File: src/rtl/control_sequencer.sv
// Moore control sequencer for a simple load/store CPU.
// It fetches through T0..T2 (with memory wait) and executes ALU, immediate, unary, nop and halt instructions.
module control_sequencer (
  input  logic        Clock,
  input  logic        clear,
  input  logic [31:0] IR,
  input  logic        Mem_ready,
  output logic        PCout,
  output logic        PCin,
  output logic        IncPC,
  output logic        MARin,
  output logic        MDRin,
  output logic        MDRout,
  output logic        Read,
  output logic        IRin,
  output logic        Yin,
  output logic        Zin,
  output logic        Zlowout,
  output logic        Cout,
  output logic        Gra,
  output logic        Grb,
  output logic        Grc,
  output logic        Rin,
  output logic        Rout,
  output logic [3:0]  operation,
  output logic        Run,
  output logic [3:0]  state
);

  typedef enum logic [3:0] {
    StRst  = 4'd0,
    StT0   = 4'd1,
    StT1   = 4'd2,
    StWait = 4'd3,
    StT2   = 4'd4,
    StT3   = 4'd5,
    StT4   = 4'd6,
    StT5   = 4'd7,
    StHalt = 4'd8
  } state_e;

  state_e state_q, state_d;

  logic [4:0] opcode;
  logic       is_3reg, is_imm, is_unary, is_halt;
  logic [3:0] alu_op;
  logic       unused_ir;

  assign opcode    = IR[31:27];
  assign unused_ir = ^IR[26:0];
  assign is_3reg   = (opcode[4:3] == 2'b00);
  assign is_imm    = (opcode == 5'b01000) || (opcode == 5'b01001) || (opcode == 5'b01010);
  assign is_unary  = (opcode == 5'b01011) || (opcode == 5'b01100);
  assign is_halt   = (opcode == 5'b01110);

  always_comb begin
    alu_op = 4'b0000;
    if (is_3reg) begin
      alu_op = opcode[3:0];
    end else begin
      case (opcode)
        5'b01001: alu_op = 4'b0010;
        5'b01010: alu_op = 4'b0011;
        5'b01011: alu_op = 4'b1011;
        5'b01100: alu_op = 4'b1100;
        default:  alu_op = 4'b0000;
      endcase
    end
  end

  always_ff @(posedge Clock or negedge clear) begin
    if (!clear) begin
      state_q <= StRst;
    end else begin
      state_q <= state_d;
    end
  end

  assign state = state_q;

  always_comb begin
    state_d   = state_q;
    PCout     = 1'b0;
    PCin      = 1'b0;
    IncPC     = 1'b0;
    MARin     = 1'b0;
    MDRin     = 1'b0;
    MDRout    = 1'b0;
    Read      = 1'b0;
    IRin      = 1'b0;
    Yin       = 1'b0;
    Zin       = 1'b0;
    Zlowout   = 1'b0;
    Cout      = 1'b0;
    Gra       = 1'b0;
    Grb       = 1'b0;
    Grc       = 1'b0;
    Rin       = 1'b0;
    Rout      = 1'b0;
    operation = 4'b0000;
    Run       = (state_q != StRst) && (state_q != StHalt);

    case (state_q)
      StRst: state_d = StT0;
      StT0: begin
        PCout   = 1'b1;
        MARin   = 1'b1;
        IncPC   = 1'b1;
        Zin     = 1'b1;
        state_d = StT1;
      end
      StT1: begin
        Zlowout = 1'b1;
        PCin    = 1'b1;
        Read    = 1'b1;
        MDRin   = 1'b1;
        state_d = Mem_ready ? StT2 : StWait;
      end
      // PC was already loaded in T1, so WAIT only keeps the memory read going.
      StWait: begin
        Read  = 1'b1;
        MDRin = 1'b1;
        if (Mem_ready) state_d = StT2;
      end
      StT2: begin
        MDRout  = 1'b1;
        IRin    = 1'b1;
        state_d = StT3;
      end
      StT3: begin
        if (is_3reg || is_imm) begin
          Grb     = 1'b1;
          Rout    = 1'b1;
          Yin     = 1'b1;
          state_d = StT4;
        end else if (is_unary) begin
          Grb       = 1'b1;
          Rout      = 1'b1;
          Zin       = 1'b1;
          operation = alu_op;
          state_d   = StT4;
        end else if (is_halt) begin
          state_d = StHalt;
        end else begin
          state_d = StT0;
        end
      end
      StT4: begin
        if (is_unary) begin
          Zlowout = 1'b1;
          Gra     = 1'b1;
          Rin     = 1'b1;
          state_d = StT0;
        end else if (is_3reg) begin
          Grc       = 1'b1;
          Rout      = 1'b1;
          Zin       = 1'b1;
          operation = alu_op;
          state_d   = StT5;
        end else if (is_imm) begin
          Cout      = 1'b1;
          Zin       = 1'b1;
          operation = alu_op;
          state_d   = StT5;
        end else begin
          state_d = StT0;
        end
      end
      StT5: begin
        Zlowout = 1'b1;
        Gra     = 1'b1;
        Rin     = 1'b1;
        state_d = StT0;
      end
      StHalt: state_d = StHalt;
      default: state_d = StRst;
    endcase
  end

endmodule
File: config.mk
export PLATFORM = sky130hd
export DESIGN_NAME = control_sequencer
export DESIGN_NICKNAME = d
export VERILOG_FILES = /design/src/rtl/control_sequencer.sv
export SDC_FILE = /design/constraint.sdc
export NUM_CORES = 1
export LEC_CHECK = 0
export ABC_AREA = 1
export BUFFER_PORTS_ARGS = -buffer_cell sky130_fd_sc_hd__buf_2
export CAP_MARGIN = 20
export CORE_UTILIZATION = 29
export DETAILED_ROUTE_END_ITERATION = 8
export HOLD_SLACK_MARGIN = 0.12
export PLACE_DENSITY = 0.85
export SYNTH_ARGS = -nofsm -noshare
export SYNTH_HDL_FRONTEND = slang
export SYNTH_SLANG_ARGS = --single-unit
File: constraint.sdc
create_clock -name Clock -period 1.28 [get_ports Clock]
set_input_delay 0.256 -clock Clock [delete_from_list [all_inputs] [get_ports Clock]]
set_output_delay 0.256 -clock Clock [all_outputs]
set_load 0.005 [all_outputs]
* Word level (Yosys, flattened, before mapping) *
Cells that the tools add are included.

storage, ports and cells
  bits in registers = 4

cells by class
  muxes and demuxes = 40
  reduce and logical (&&, ||, !) cells = 11
  eq/ne operators = 16

operator list
  operator            number
  $mux 4              10
  $pmux 4 s8          1
  $eq 5x4->1 const B  6
  $mux 1              19
  $eq 4x3->1 const B  4
  $pmux 4 s4          1
  $mux 3              4
  $eq 4x2->1 const B  2
  $pmux 4 s2          1
  $pmux 1 s2          3
  $reduce_or 2->1     3
  $eq 4x1->1 const B  1
  $eq 4x4->1 const B  1
  $logic_not 4->1     1
  $logic_or 1x1->1    4
  $ne 4x4->1 const B  1
  $reduce_bool 4->1   1
  $pmux 1 s3          1
  $logic_not 2->1     1
  $ne 2x2->1 const B  1
  $logic_and 1x1->1   1

* Logic depth before layout (Yosys ltp) *
  depth after elaboration = 7
  mapped depth = 8
  depth with buffers taken out = 8

* Worst setup path after synthesis *
OpenSTA, ideal clock, no wires.

  path kind = flip-flop to output port
  start point = reg state_q[3] (netlist: state[3])
  end point = out operation[1]
  slack = -89 ps
  buffers on the path = 0
  arrival time = 1,113 ps
  required time = 1,024 ps
  stages on the path, launching flop included = 8
  cells stage by stage = dfrtp_1 -> inv_2 -> nand2_1 -> nor3_4 -> nand2_1 -> nand2_1 -> inv_2 -> nor3_2

between the ends
  cells in the longest elaborated chain, start to end = 2
  elaborated cells between the ends (all ways) = 3
  those cells by class = eq/ne: 2; mux: 1

RTL lines
  what                    RTL line  text
  from (decl)             42        state_e state_q, state_d;
  from (signal assigned)  73        state_q <= StRst;
  from (signal assigned)  75        state_q <= state_d;
  $eq 4x3->1              103       case (state_q)
  $pmux 4 s2 *            103
  to (decl)               25        output logic [3:0] operation,

Mark *: on every way between the ends. The rest lies on a longest branch, timed or not.

* Worst setup path after layout *
  start point = reg state_q[3] (netlist: state[3])
  end point = out Rout

between the ends
  cells in the longest elaborated chain, start to end = 2
  elaborated cells between the ends (all ways) = 3
  those cells by class = eq/ne: 2; mux: 1

RTL lines
  what          RTL line  text
  $eq 4x3->1    103
  $pmux 1 s2 *  103
  to (decl)     24        output logic Rout,

Marked as above.

==> metrics.yaml <==
critical_path:
  critical-path-top-cell-by-count: "sky130_fd_sc_hd__nand2_2"
  worst_r2r_startpoint: "state[1]"
  critPathLaunch: "state[3]"
  critical_path.top_delay_family: "simple AND/OR/NAND/NOR gates"
  path_max_fanout: 3
  startpoint_type: "flip-flop"
  criticalPathCategory: "flip-flop to output pin"
  critical_path.cell_chain: "inv_2 > nand2_4 > nor3_4 > nand2_2 > buf_6 > nand2_2 > or2_1 > buf_2"
  critPathRequiredTime_ns: 1.02
  worst_ep_arrival_time_ns: 1.44
  critPathCaptureType: "output pin"
  cp_slowest_stage_delay_ns: 0.39
  critPathBufInv: 3
  crit_path_top_delay_cell: "sky130_fd_sc_hd__dfrtp_1"
placement:
  placement_setup_slack_ns: -0.2166
  io_buffers: 33
  post-place-cells: 150
  dp_hpwl_mm: 1.459
  gp_congestion: 0.8967
  placedInstanceArea_um2: 823.3
timing:
  final_setup_violating_endpoints: 26
  timing_hold_violations_final: 0
  clock-skew-final_ns: 0.003668
  timing.final.ws_setup_ns: -0.4114
  maxSlewViolCount: 0
  fmax_mhz: 591.2
  layout_worst_path_cycle_share: 1.321
  tightestPinTransition_ns: 0.2271
  setup_repair_after_global_routing_missed_its_margin: "yes"
  slew_headroom: 0.8486
  final_period_minus_worst_setup_slack_ns: 1.691
floorplanning:
  die_w_um: 43.86
  placement_rows: 14
  num_io_pins: 61
  floorplan.initialDensity: 0.3222
  dieArea_mm2: 0.001923
  design.core.area_mm2: 0.001577
  fp.dieH_um: 43.86
global_routing:
  number_of_antenna_violations_at_the_first_check_in_global_routing: 0
  grt_max_degree: 7
  gr-usage-all-layers: 0.2314
  grt_first_pass_wirelength_mm: 3.256
  overflow: 0
  number_of_global_route_vias_before_repair: 786
pwr:
  p_seq_frac: 0.109
  comb_power_share: 0.826
  power-per-cell-area_mw_per_mm2: 2025
  cellInternalPower_mw: 1.273
  power_mw: 2.364
  power.ir.vdd_worst_mv: 1.251
  net_switching_fraction_of_the_power: 0.4616
  p_leak_nw: 0.7033
  switchingPower_mw: 1.091
  clock_power_share: 0.064
clock_tree:
  clock_tree.htree_level_count: 1
  root_buffer: "sky130_fd_sc_hd__clkbuf_4"
  cts-root-to-sink-buffers: 2
  clk_latency_ns: 0.23
  clock_tree_from_tritoncts: "built"
  cts.clk_slew.worst_paths_ns: 0.04
  clock_sink_count: 4
  number_of_buffers_inserted_during_clock_tree_synthesis: 3
cells_and_area:
  finish.net_count: 188
  final_layout_size_suffix_gt1_frac: 0.7086
  largest_register_ff_count: 4
  fillCellCount: 84
  diodes: 0
  final_design_area_no_fill_mm2: 0.001167
  fin_cells: 167
  flow.area_growth_from_synthesis_pct: 129.8
route:
  post-route-drc-count: 3
  totalWireLength_mm: 2.772
  dr_wl_cell_um: 16.60
  postRouteAntennaNets: 0
  drt_iter0_markers: 37
  drt_pass1_iterations: 7
  vias: 944
  detail_route.vias_per_cell: 5.653
logic_synthesis:
  synth.ff_latch_count: 4
  yosysSeqAreaShare: 0.1970
  yosys.cell_types.count: 21
  netlist_area_um2: 508.0
  ys_warn_count: 0
  syn-instance-count: 85
  postSynthAreaPerCell_um2: 5.976
  synth_fp_nets: 120
outcome:
  outcome: "complete, but fails checks"
  failing_checks: "design-rule violations, negative setup slack"
run:
  drv.max_cap_violation_count: 0
min_path:
  worst_hold_path_type: "input port to asynchronous set/reset pin"
-- worst paths after layout --
check	to	slack, ns	cells after the start
worst max register to register	state[2]	-0.29	9
worst min register to register	state[3]	0.73	3
worst max-delay path	Rout	-0.41	8
worst min-delay path	state[2]	0.36	2
min in group Clock	state[3]	0.45	3
max in group asynchronous	state[0]	0.79	2
-- worst register-to-register path, delay by kind of cell (launching register included) --
kind                   cells  cell delay (ns)
buffers and inverters      4             0.45
flip-flops                 1             0.42
AND/OR/NAND/NOR            4             0.48
AO/OA/AOI/OAI              1             0.13
-- routing by layer --
metal,vias to the layer above,track usage,part of all wire
met5,-,0,0
met4,0,0.1030,0.054
met3,28,0.04167,0.075
met2,78,0.4746,0.53
met1,440,0.2143,0.34
li1,398,-,-
-- cells in the final DEF, fill, tap and decap left out, types with 6 or more instances in the layout --
master / Yosys / final
sky130_fd_sc_hd__buf_2: 0 / 26
sky130_fd_sc_hd__buf_4: 5 / 22
sky130_fd_sc_hd__buf_6: 0 / 18
sky130_fd_sc_hd__nand2_1: 20 / 12
sky130_fd_sc_hd__inv_1: 14 / 9
sky130_fd_sc_hd__inv_2: 5 / 7
sky130_fd_sc_hd__nor2_1: 8 / 7
sky130_fd_sc_hd__nand2_4: 0 / 6
sky130_fd_sc_hd__nand3_1: 9 / 6
-- metrics by stage --
stage | setup TNS, ns | util | hold WS, ns
finish | -7.606 | 0.7405 | 0.3579
global route | -9.230 | 0.7405 | 0.3551
CTS | -6.071 | 0.6619 | 0.3595
detailed placement | -2.014 | 0.5222 | 0.06446
global placement | -1.069 | 0.5222 | 0.05880
floorplan | -0.2383 | - | -0.03959
-- cell type report --
| cell class | count | area, um2 | share of cell area |
|---|---|---|---|
| timing repair buffer | 68 | 523.0 | 0.4480 |
| clock buffer | 3 | 22.52 | 0.01929 |
| tap | 16 | 20.02 | 0.01715 |
| multi-input combinational | 57 | 420.4 | 0.3601 |
| inverter | 19 | 78.83 | 0.06752 |
| sequential | 4 | 102.6 | 0.08789 |
-- cell families (layout without fill, tap and decap cells) --
logic type,count (synthesis),in the layout,share of synthesized area
AOI/OAI and AO/OA,9,9,0.1133
buffers and inverters,24,90,0.2143
and+or+nand+nor,48,48,0.4754
DFF,4,4,0.1971
-- timing repair --
item	CTS	global route
resized for setup	33	24
setup endpoints to repair	23	28
buffers inserted	10	8
pin swaps	12	9
hold endpoints to repair	4	0
hold buffers	1	0
-- synthesized netlist by cell type --
master / number / area share
sky130_fd_sc_hd__buf_4: 5 / 0.074
sky130_fd_sc_hd__dfrtp_1: 4 / 0.20
sky130_fd_sc_hd__o21ai_1: 2 / 0.020
sky130_fd_sc_hd__nand3b_1: 1 / 0.015
sky130_fd_sc_hd__nor3_2: 2 / 0.039
sky130_fd_sc_hd__nand2_1: 20 / 0.15
sky130_fd_sc_hd__nand4_1: 2 / 0.025
sky130_fd_sc_hd__nor3_4: 1 / 0.032
sky130_fd_sc_hd__o21ai_0: 1 / 0.0098
sky130_fd_sc_hd__nor2_2: 2 / 0.025
sky130_fd_sc_hd__a21oi_1: 2 / 0.020
sky130_fd_sc_hd__nor2_1: 8 / 0.059
sky130_fd_sc_hd__o32ai_1: 1 / 0.017
sky130_fd_sc_hd__nor2_4: 1 / 0.022
sky130_fd_sc_hd__or2_1: 1 / 0.012
sky130_fd_sc_hd__nor3_1: 1 / 0.0098
sky130_fd_sc_hd__inv_1: 14 / 0.10
sky130_fd_sc_hd__inv_2: 5 / 0.037
sky130_fd_sc_hd__o22ai_1: 1 / 0.012
sky130_fd_sc_hd__nand3_1: 9 / 0.089
sky130_fd_sc_hd__a21oi_2: 2 / 0.034
-- power groups by stage --
stage | Clock [mW] | Combinational [mW] | Sequential, mW
CTS | 0.152 | 1.45 | 0.244
detailed placement | 0 | 1.03 | 0.238
global route | 0.172 | 2.04 | 0.266
finish | 0.152 | 1.95 | 0.258
floorplan | 0 | 0.549 | 0.249
global placement | 0 | 0.983 | 0.234
No activity file was read; power rests on OpenSTA's default activity.
